===== src/rtl/ctech_clk_gate_ctrl.sv =====
// ctech_clk_gate_ctrl
// Idle-hysteresis controller for a clock-gate cell. It watches the requesters,
// the downstream busy flag and the force-run control, closes the gate after a
// programmable run of idle cycles, reopens it on new activity, and only grants
// requesters once the gated clock has been running for WAKE_LAT cycles.
// Lives in the ungated clock domain next to the gate cell.

module ctech_clk_gate_ctrl #(
    parameter int NUM_REQ  = 4,
    parameter int HYST_W   = 8,
    parameter int WAKE_LAT = 2,
    parameter int CNT_W    = 16
) (
    input  logic               clk,
    input  logic               rst,
    input  logic [NUM_REQ-1:0] req,
    input  logic               busy,
    input  logic [HYST_W-1:0]  hyst_cfg,
    input  logic               cg_disable,
    input  logic               test_mode,
    output logic               cg_en,
    output logic               cg_te,
    output logic [NUM_REQ-1:0] gnt,
    output logic               gated,
    output logic [CNT_W-1:0]   gate_events
);

    typedef enum logic [1:0] {
        ST_RUN  = 2'd0,
        ST_IDLE = 2'd1,
        ST_OFF  = 2'd2,
        ST_WAKE = 2'd3
    } state_t;

    // Wake counter is sized for the largest supported WAKE_LAT (15).
    localparam logic [3:0] WAKE_LOAD = 4'(WAKE_LAT - 1);

    state_t              state_q;
    state_t              state_d;
    logic [HYST_W-1:0]   idle_cnt_q;
    logic [HYST_W-1:0]   idle_cnt_d;
    logic [3:0]          wake_cnt_q;
    logic [3:0]          wake_cnt_d;
    logic                act;
    logic [HYST_W-1:0]   hyst_eff;
    logic [HYST_W-1:0]   idle_load;
    logic                enter_off;
    logic [NUM_REQ-1:0]  gnt_d;

    // Any requester, downstream busy or the force-run control keeps the clock alive.
    always_comb begin
        act = (|req) | busy | cg_disable;
    end

    // Hysteresis length, with 0 treated as 1; the loaded count is the number
    // of further idle samples still needed after the one that left RUN.
    always_comb begin
        hyst_eff  = (hyst_cfg == '0) ? HYST_W'(1) : hyst_cfg;
        idle_load = hyst_eff - HYST_W'(1);
    end

    // Next-state and counter-update logic for the RUN/IDLE/OFF/WAKE machine.
    always_comb begin
        state_d    = state_q;
        idle_cnt_d = idle_cnt_q;
        wake_cnt_d = wake_cnt_q;
        case (state_q)
            ST_RUN: begin
                if (!act) begin
                    if (idle_load == '0) begin
                        state_d    = ST_OFF;
                        idle_cnt_d = '0;
                    end else begin
                        state_d    = ST_IDLE;
                        idle_cnt_d = idle_load;
                    end
                end
            end
            ST_IDLE: begin
                // The idle counter holds how many idle samples are still owed;
                // consuming the last one closes the gate on this very edge.
                if (act) begin
                    state_d    = ST_RUN;
                    idle_cnt_d = '0;
                end else if (idle_cnt_q <= HYST_W'(1)) begin
                    state_d    = ST_OFF;
                    idle_cnt_d = '0;
                end else begin
                    idle_cnt_d = idle_cnt_q - HYST_W'(1);
                end
            end
            ST_OFF: begin
                if (act) begin
                    state_d    = ST_WAKE;
                    wake_cnt_d = WAKE_LOAD;
                end
            end
            ST_WAKE: begin
                // Wake-up always runs to completion so the clock is known to
                // be stable before any grant is issued.
                if (wake_cnt_q == 4'd0) begin
                    state_d = ST_RUN;
                end else begin
                    wake_cnt_d = wake_cnt_q - 4'd1;
                end
            end
            default: begin
                state_d    = ST_RUN;
                idle_cnt_d = '0;
                wake_cnt_d = '0;
            end
        endcase
    end

    // A gate event is any edge that moves from a running state into OFF.
    always_comb begin
        enter_off = (state_d == ST_OFF) && (state_q != ST_OFF);
    end

    // Grants follow the requests only when the machine will be in RUN, which
    // keeps them aligned with the registered state.
    always_comb begin
        gnt_d = (state_d == ST_RUN) ? req : '0;
    end

    // State and hysteresis/wake counters.
    always_ff @(posedge clk) begin
        if (rst) begin
            state_q    <= ST_RUN;
            idle_cnt_q <= '0;
            wake_cnt_q <= '0;
        end else begin
            state_q    <= state_d;
            idle_cnt_q <= idle_cnt_d;
            wake_cnt_q <= wake_cnt_d;
        end
    end

    // Registered gate-cell enable, gated flag and grants, decoded from next state.
    always_ff @(posedge clk) begin
        if (rst) begin
            cg_en <= 1'b1;
            gated <= 1'b0;
            gnt   <= '0;
        end else begin
            cg_en <= (state_d != ST_OFF);
            gated <= (state_d == ST_OFF);
            gnt   <= gnt_d;
        end
    end

    // Saturating count of entries into OFF.
    always_ff @(posedge clk) begin
        if (rst) begin
            gate_events <= '0;
        end else if (enter_off && (gate_events != '1)) begin
            gate_events <= gate_events + CNT_W'(1);
        end
    end

    // Test enable bypasses the state machine entirely so scan clocking never
    // depends on the idle/wake sequence.
    always_comb begin
        cg_te = test_mode;
    end

endmodule

===== config.mk =====
export PLATFORM = sky130hd
export DESIGN_NAME = ctech_clk_gate_ctrl
export DESIGN_NICKNAME = d
export VERILOG_FILES = /design/src/rtl/ctech_clk_gate_ctrl.sv
export SDC_FILE = /design/constraint.sdc
export NUM_CORES = 1
export LEC_CHECK = 0
export CAP_MARGIN = 20
export CORE_MARGIN = 3
export CORE_UTILIZATION = 57
export DETAILED_ROUTE_END_ITERATION = 12
export DONT_BUFFER_PORTS = 1
export PLACE_DENSITY = 0.75
export SLEW_MARGIN = 10
export SYNTH_ARGS = -nofsm -noshare
export SYNTH_HDL_FRONTEND = slang
export SYNTH_SLANG_ARGS = --single-unit

===== constraint.sdc =====
create_clock -name clk -period 2.5 [get_ports clk]
set_input_delay 0.375 -clock clk [delete_from_list [all_inputs] [get_ports clk]]
set_output_delay 0.375 -clock clk [all_outputs]
set_load 0.02 [all_outputs]

Word-level counts from Yosys, hierarchy flattened
Index checks and enable logic that the tools add are counted.
{"block": "word_totals", "reg_bits": 36, "in_bits": 17, "out_inout_bits": 23}
{"block": "classes", "add_sub_neg": 4, "n_lt_le_gt_ge": 1, "n_eq_ne": 10, "n_mux": 16, "n_bitwise": 3, "reduce_logical": 13}
{"cell": "8-bit two-way mux", "n": 5}
{"cell": "16-bit by 1-bit adder with 16-bit output, second input constant", "n": 1}
{"cell": "8-bit zero test", "n": 2}
{"cell": "16-bit != test, second input constant", "n": 1}
{"cell": "8-bit case mux with 2 select lines", "n": 1}
{"cell": "8-bit by 1-bit subtractor with 8-bit output, second input constant", "n": 2}
{"cell": "2-bit two-way mux", "n": 6}
{"cell": "2-bit != test, second input constant", "n": 5}
{"cell": "8-bit by 1-bit less-or-equal comparator with 1-bit output, second input constant", "n": 1}
{"cell": "4-bit two-way mux", "n": 2}
{"cell": "2-bit case mux with 4 select lines", "n": 1}
{"cell": "4-bit case mux with 2 select lines", "n": 1}
{"cell": "2-bit == test, second input constant", "n": 3}
{"cell": "2-bit zero test", "n": 2}
{"cell": "4-bit zero test", "n": 1}
{"cell": "2-bit nonzero test", "n": 2}
{"cell": "4-bit OR reduction", "n": 1}
{"cell": "4-bit by 1-bit subtractor with 4-bit output, second input constant", "n": 1}
{"cell": "3-bit AND reduction", "n": 1}
{"cell": "2-bit by 1-bit == test with 1-bit output, second input constant", "n": 1}
{"cell": "1-bit logical AND", "n": 2}
{"cell": "1-bit OR", "n": 2}
{"cell": "2-bit AND reduction", "n": 1}
{"cell": "2-bit OR reduction", "n": 1}
{"cell": "1-bit inverter", "n": 1}

Depth between registers and ports, before layout
Gate-level depths: netlist of the first run.
{"block": "depth", "depth_word": 10, "mapped_depth": 9, "mapped_depth_nobuf": 8}

Least setup slack after synthesis of the first run
No wires, ideal clock.
{"block": "synth_path", "kind": "input to register", "from": "input hyst_cfg[4]", "to": "register gate_events[2]", "setup_time_ns": 0.121, "arrival_time_ns": 2.449, "slack_ns": -0.070, "stages": 9, "n_path_buf": 1, "path_cell_list": "nor4_1 a21oi_1 ha_1 nor2_1 a2bb2oi_1 o21a_1 buf_2 nor4b_1 mux2_2"}
{"block": "synth_between", "elab_chain_len": 10}
{"item": "from (decl)", "line_no": "18", "rtl": "input logic [HYST_W-1:0] hyst_cfg,"}
{"item": "8-bit zero test", "line_no": "58", "rtl": "hyst_eff = (hyst_cfg == '0) ? HYST_W'(1) : hyst_cfg;"}
{"item": "8-bit two-way mux *", "line_no": "58"}
{"item": "8-bit by 1-bit subtractor with 8-bit output *", "line_no": "59", "rtl": "idle_load = hyst_eff - HYST_W'(1);"}
{"item": "8-bit zero test *", "line_no": "70", "rtl": "if (idle_load == '0) begin"}
{"item": "2-bit two-way mux *", "line_no": "70"}
{"item": "2-bit two-way mux *", "line_no": "69", "rtl": "if (!act) begin"}
{"item": "2-bit case mux with 4 select lines *", "line_no": "67", "rtl": "case (state_q)"}
{"item": "2-bit == test *", "line_no": "117", "rtl": "enter_off = (state_d == ST_OFF) && (state_q != ST_OFF);"}
{"item": "1-bit logical AND *", "line_no": "117"}
{"item": "1-bit logical AND *", "line_no": "156", "rtl": "end else if (enter_off && (gate_events != '1)) begin"}
{"item": "to (signal assigned)", "line_no": "157", "rtl": "gate_events <= gate_events + CNT_W'(1);"}
{"item": "to (decl)", "line_no": "25", "rtl": "output logic [CNT_W-1:0] gate_events"}
Mark *: on every way between the ends. The rest lies on a longest branch, timed or not.
A chain may end at the register's enable or synchronous reset.

Worst setup path in the final report of the first run
{"block": "layout_path", "from": "register idle_cnt_q[3]", "to": "register gate_events[13]"}
{"block": "layout_between", "elab_chain_len": 7}
{"item": "from (decl)", "line_no": "40", "rtl": "logic [HYST_W-1:0] idle_cnt_q;"}
{"item": "from (signal assigned)", "line_no": "134", "rtl": "idle_cnt_q <= idle_cnt_d;"}
{"item": "8-bit by 1-bit less-or-equal comparator with 1-bit output", "line_no": "85", "rtl": "end else if (idle_cnt_q <= HYST_W'(1)) begin"}
{"item": "2-bit two-way mux", "line_no": "85"}
{"item": "2-bit two-way mux", "line_no": "82", "rtl": "if (act) begin"}
{"item": "2-bit case mux with 4 select lines", "line_no": "67"}
{"item": "2-bit == test", "line_no": "117"}
{"item": "1-bit logical AND", "line_no": "117"}
{"item": "1-bit logical AND", "line_no": "156"}
No other way between the ends.

==> impl_metrics.csv, run 1 <==
group,metric,value,unit
status,status,"completed",
synthesis,syn_area_per_cell,8.51,µm²
die,num_rows,21,
die,dieArea,4620,µm²
die,die_w,67.9,µm
timing,fmax,408,MHz
synthesis,seq_area_frac_synth,33.0,%
critical_path,critPathMaxFanout,19,
clock_tree,postCtsSetupRepairBufs,0,
critical_path,startpoint_type,"register",
route,wl_met1,2400,µm
synthesis,netlist_top_cells_area,"dfxtp_1, mux2_2, nor2_1",
route,num_vias,1979,
global_route,grt_max_degree,39,
clock_tree,clock-root-buffer,"clkbuf_8",
global_route,track_usage,23.5,%
synthesis,synth-compound-area-share,15.5,%
place,post-place-ws,-0.0943,ns
min_path,min_path_type,"input pin to register",
critical_path,crit_path_end_kind,"register",
final_layout,finish.utilization,74.0,%
critical_path,critPathKind,"register to register",
route,dr.max_layer_used,"met4",
synthesis,yosys_warnings,0,
global_route,first_global_vias,1850,
critical_path,cp-startpoint,"idle_cnt_q[3]",
run,drv_cap,0,
clock_tree,clock-sinks,36,
route,drt_iter0_drc,111,
clock_tree,cts_tree,"built",
die,fp.coreArea,3520,µm²
synthesis,synth-xor-area-share,2.40,%
critical_path,r2r-start,"idle_cnt_q[3]",
synthesis,synth_top_cell_by_area,"dfxtp_1",
synthesis,syn_area,2190,µm²
route,viasPerCell,6.18,
global_route,grt_pass1_wl,8230,µm
clock_tree,cts_htree_levels,2,
power_and_ir_drop,peakVddDrop,0.000272,V
clock_tree,path_clk_slew,0.08,ns
synthesis,synth-seq-cells,36,
route,wl_met3,499,µm
synthesis,synth_flop_cell,"dfxtp_1",
final_layout,insertedDiodeCount,0,
place,port-buffer-count,0,
synthesis,synth_top_family_by_area,"simple AND/OR/NAND/NOR gates",
timing,worst_hold_slack,0.139,ns
clock_tree,numCtsBuffers,5,
place,place_congestion,0.865,
timing,finalSetupViolations,0,
synthesis,yosys.area_share.simple,33.0,%
timing,fin_skew,0.0112,ns
clock_tree,clockBufferDepth,2,
clock_tree,ctsHoldBuffers,0,
synthesis,synth_top_area_share,33.0,%
die,die_y,67.9,µm
timing,worst_pin_slew,0.438,ns
critical_path,cp.arrival,2.64,ns
synthesis,synth_edf_count,0,
timing,drv_slew,0,
route,dr_wl_met2,2330,µm
synthesis,ys_types,54,
synthesis,synth_nets,281,
place,hpwl,3640,µm
power_and_ir_drop,power_density,426,nW/µm²
timing,min_period_over_period,97.9,%
timing,fin_crit,2.45,ns
global_route,grt.overflow.total,0,
min_path,min_from,"rst",
global_route,antenna_found_initial,0,
synthesis,synthArstFlopShare,0,%
final_layout,area_growth,19.1,%
synthesis,syn_inst,257,
critical_path,worstPathRequired,2.69,ns
timing,layout_setup_ws,0.0517,ns
synthesis,synthMuxAreaShare,7.21,%
final_layout,drive_above_1_share,21.9,%
route,routedWlPerCell,16.5,µm
die,io_pins,40,
route,drc,0,
route,ant_nets,0,
timing,hold_violations,0,
power_and_ir_drop,cellLeakagePower,0.000922,µW
clock_tree,clk_latency,0.30,ns
die,start_util,62.1,%
timing,slew_headroom,70.5,%
route,firstDrtPassIters,4,
route,wirelength,5280,µm
synthesis,yosys.area_share.adder,4.00,%
final_layout,nets,297,
## cell usage in the layout (no fill, tap or decap), drive strengths merged, types with 2 or more instances in the layout
cell type	n
xor2	4
ha	7
buf	22
and2	6
or3	2
clkbuf	7
nor2b	13
and4	2
dfxtp	36
or4	6
nor3b	2
nor4b	2
o311ai	2
o21a	3
inv	10
nand2	15
nor3	13
o31ai	4
o21ai	4
nand3	10
o311a	2
nand4	3
a21o	3
nor2	29
nor4	14
o31a	2
a21oi	11
o41ai	2
nand2b	3
mux2	14
or3b	3
xnor2	2
## stage by stage
stage	total power, µW	std cells	area [µm²]	TNS [ns]
5_1_grt	1150	320	2600	-0.0241
3_3_place_gp	676	312	2370	0
3_5_place_dp	678	312	2370	-0.180
6_report	1110	320	2600	0
2_1_floorplan	670	257	2190	0
4_1_cts	1110	320	2500	0
## worst paths after layout
path,cells past startpoint,slack [ns],endpoint
setup / recovery,6,0.05,gate_events[13]
hold / removal,1,0.14,gate_events[0]
setup reg to reg,6,0.05,gate_events[13]
hold reg to reg,1,0.51,wake_cnt_q[0]
## routing by layer
layer | vias up | global-route usage, %
met1 | 925 | 31.9
met3 | 5 | 5.09
met2 | 74 | 35.1
met4 | 0 | 11.2
met5 | - | 0
li1 | 975 | -
## power breakdown
part / switching (µW) / internal, µW
Clock: 217 / 224
Combinational: 39.8 / 35.4
Sequential: 11.5 / 581
## state kept, by name (all words and copies together) (netlist names)
signal,cells
gate_events,16
state_q,2
gated,1
wake_cnt_q,4
idle_cnt_q,8
gnt,4
cg_en,1
## area by class of cell
cell class	instances	area (µm²)
well taps	46	57.6
flip-flops and latches	36	721
clock inverters	1	7.51
multi-input cells	198	1500
fillers	272	917
clock buffers	7	86.3
inverters	10	37.5
repair buffers	22	190
## Yosys cell counts (2+ instances only)
cell type,instances
o311a_1,2
nor4_1,10
o21ai_0,4
xor2_1,4
nor2b_1,13
ha_1,7
nor3b_1,2
o31a_1,2
o31ai_1,4
o21a_1,3
or3b_2,3
a21o_1,3
nor4_4,2
o311ai_0,2
nor2_1,29
nand4_1,3
and4_1,2
nor4b_1,2
or4_4,2
dfxtp_1,36
nand2_1,15
buf_2,2
nor4_2,2
buf_6,2
mux2_1,4
inv_1,10
and2_1,6
clkbuf_1,7
nand2b_1,3
a21oi_1,11
or3_1,2
mux2_2,10
o41ai_1,2
nor3_1,13
nand3_1,10
xnor2_1,2
or4_1,4
## cell families after synthesis
kind of cell,count (synthesis)
mux,14
simple gates,125
compound gates,46
flops,36
xor+xnor,6
fa+ha+maj,7
buf+inv,23
## worst max-delay path, cell delays in order (launching register included)
cell	delay (ns)
dfxtp_1	0.31
or4_4	0.54
or4_4	0.50
a21o_1	0.20
buf_12	0.17
nor4_4	0.26
mux2_2	0.36
## what timing repair did
item	CTS	global route
resized for setup	6	15
setup endpoints to repair	4	11
pin swaps	0	1
Note: power is estimated with default switching activity, not from simulation.
==> run 2: changes to the inputs <==
Settings changed: ABC_AREA from default to 1, SKIP_LAST_GASP from default to 1.
==> impl_metrics.csv, run 2 <==
group,metric,value,unit
place,dpl-instance-area,2350,µm²
timing,hold_violations,0,
clock_tree,clock-root-buffer,"clkbuf_8",
synthesis,synth_top_area_share,32.5,%
route,routedWlPerCell,11.9,µm
route,drc,0,
critical_path,critPathBufInv,3,
place,port-buffer-count,0,
timing,fin_skew,0.00464,ns
clock_tree,clk_latency,0.29,ns
global_route,first_global_vias,1904,
clock_tree,numCtsBuffers,5,
final_layout,final_area,2470,µm²
route,viasPerCell,5.28,
power_and_ir_drop,total_power,1090,µW
critical_path,worstPathRequired,2.68,ns
synthesis,synth_top_cell_by_area,"dfxtp_1",
route,ant_nets,0,
synthesis,synth_edf_count,0,
synthesis,ys_types,34,
synthesis,syn_area_per_cell,6.76,µm²
synthesis,synth_nets,352,
final_layout,largestRegisters,"gate_events: 16 flops, idle_cnt_q: 8 flops",
critical_path,startpoint_type,"input pin",
final_layout,largest_register_ffs,16,
critical_path,critPathSlowestCell,"ha_2",
final_layout,final_cell_mix,"nand2_1, inv_1, nor2_1, dfxtp_1, nand3_1",
synthesis,syn_inst,328,
timing,min_period_over_period,91.8,%
die,io_pins,40,
final_layout,regMostFlops,"gate_events",
power_and_ir_drop,power_density,439,nW/µm²
timing,rsz0062_at_grt,"false",
synthesis,synthTopCellsByCount,"nand2_1, inv_1, nor2_1, dfxtp_1, nand3_1",
die,fp.coreArea,3720,µm²
synthesis,synth_flop_cell,"dfxtp_1",
critical_path,r2r_setup_slack,0.36,ns
global_route,grt_pass1_wl,7960,µm
clock_tree,path_clk_slew,0.07,ns
critical_path,slowest_delay,0.22,ns
power_and_ir_drop,peakVddDrop,0.000399,V
power_and_ir_drop,cellLeakagePower,0.00114,µW
timing,layout_setup_ws,0.205,ns
die,num_rows,22,
global_route,track_usage,22.6,%
timing,slew_headroom,63.1,%
final_layout,area_growth,11.6,%
critical_path,cp.arrival,2.48,ns
critical_path,r2r-start,"idle_cnt_q[0]",
synthesis,yosys_warnings,0,
critical_path,rr_worst_depth,13,
final_layout,insertedDiodeCount,0,
place,place_congestion,0.842,
synthesis,netlist_top_cells_area,"dfxtp_1, nand2_1, inv_1",
final_layout,fill_cells,352,
route,num_vias,2102,
timing,fin_crit,2.30,ns
timing,drv_slew,0,
timing,fmax,436,MHz
min_path,min_from,"rst",
timing,finalSetupTns,0,ns
synthesis,seq_area_frac_synth,32.5,%
min_path,hold_end,"wake_cnt_q[1]",
final_layout,multi_input_area,1280,µm²
global_route,grt.overflow.total,0,
final_layout,register_area,721,µm²
die,dieArea,4670,µm²
critical_path,cp_cell_sequence,"inv_1, nand2_1, nor2_2, nand2_2, nand2_1, inv_1, ha_2, xnor2_2, nand2_1, nor2_1, nand2_1, nor2_2, nand3_1, nand2_2, nand2_4, nor2_8, inv_1, o21ai_0, nor2_1",
min_path,min_path_type,"input pin to register",
final_layout,final_common_cell,"nand2_1",
route,drt_iter0_drc,85,
clock_tree,clockBufferDepth,2,
synthesis,syn_area,2220,µm²
timing,worst_pin_slew,0.552,ns
critical_path,critPathMaxFanout,12,
run,drv_cap,0,
global_route,antenna_found_initial,0,
critical_path,path_delay_family,"simple AND/OR/NAND/NOR gates",
final_layout,drive_above_1_share,14.3,%
timing,finalSetupViolations,0,
die,die_y,68.4,µm
critical_path,critPathKind,"input pin to register",
route,wirelength,4730,µm
critical_path,rr_endpoint,"gate_events[3]",
status,status,"completed",
die,die_w,68.4,µm
synthesis,synthArstFlopShare,0,%
final_layout,nets,373,
die,start_util,59.7,%
critical_path,critPathMostFrequentCell,"nand2_1",
min_path,min_path_cells,1,
synthesis,synth-seq-cells,36,
critical_path,crit_path_end_kind,"register",
clock_tree,cts_tree,"built",
global_route,grt_max_degree,19,
clock_tree,clock-sinks,36,
clock_tree,cts_htree_levels,2,
place,hpwl,3620,µm
route,firstDrtPassIters,4,
place,post-place-ws,-0.130,ns
timing,worst_hold_slack,0.142,ns
synthesis,yosysMostFrequentCell,"nand2_1",
run 2: cell count changes after synthesis, sizes merged, moves of 13 or more:
cell,change
mux2,-14
nor2,+26
inv,+42
nor2b,-13
nand2,+58
nand3,+13
run 2: cells by family after synthesis:
kind of cell             Yosys count  synth area share (%)
AO/OA/AOI/OAI                     41                  12.1
flip-flops                        36                  32.5
XOR/XNOR                          11                  4.35
adder cells (fa/ha/maj)            7                  3.95
AND/OR/NAND/NOR                  177                  36.7
buffers and inverters             56                  10.4
run 2: metrics by stage:
step,cells,util [%]
3_5_place_dp,387,63.4
3_3_place_gp,387,63.4
5_1_grt,398,66.6
4_1_cts,395,65.7
6_report,398,66.6
2_1_floorplan,328,-
run 2: worst max-delay path by stage:
stage | from | endpoint | slack (ns) | cells after the start
2_1_floorplan | hyst_cfg[4] | gate_events[10] | 0.15 | 20
3_3_place_gp | hyst_cfg[5] | gate_events[14] | 0.009 | 18
3_5_place_dp | hyst_cfg[3] | gate_events[3] | -0.13 | 19
4_1_cts | hyst_cfg[5] | gate_events[3] | 0.16 | 19
5_1_grt | hyst_cfg[5] | gate_events[3] | 0.04 | 19
6_report | hyst_cfg[3] | gate_events[3] | 0.20 | 19
run 2: worst register-to-register path: cells and delay by family (launching register included):
kind | cells | cell delay, ns
buffers and inverters | 3 | 0.30
AND/OR/NAND/NOR | 8 | 0.98
AO/OA/AOI/OAI | 1 | 0.20
flip-flops | 1 | 0.32
adder cells (fa/ha/maj) | 1 | 0.23
run 2: area by class of cell:
cell class                 instances  area share (%)
clock inverter                     3           0.758
tap                               48            2.43
timing repair buffer              18            5.46
inverter                          52            7.89
multi-input combinational        236            51.6
clock buffer                       5            2.78
sequential                        36            29.1
run 2: repair_timing:
item / 4_1_cts / 5_1_grt
hold buffers: 0 / 0
endpoints found under the setup margin: 0 / 7
setup buffers: 0 / 3
resized for setup: 0 / 2
run 2: per-layer routing:
metal  up-vias  part of all wire, %  global-route usage, %
li1       1104                    -                      -
met1       939                   45                   27.2
met2        53                   47                   37.7
met3         6                  6.5                   7.22
met4         0                  1.4                   7.69
met5         -                    0                      0
run 2: report_power, final:
group / internal (µW) / switching [µW]
clock: 194 / 222
sequential: 579 / 7.91
combinational: 33.4 / 49.1
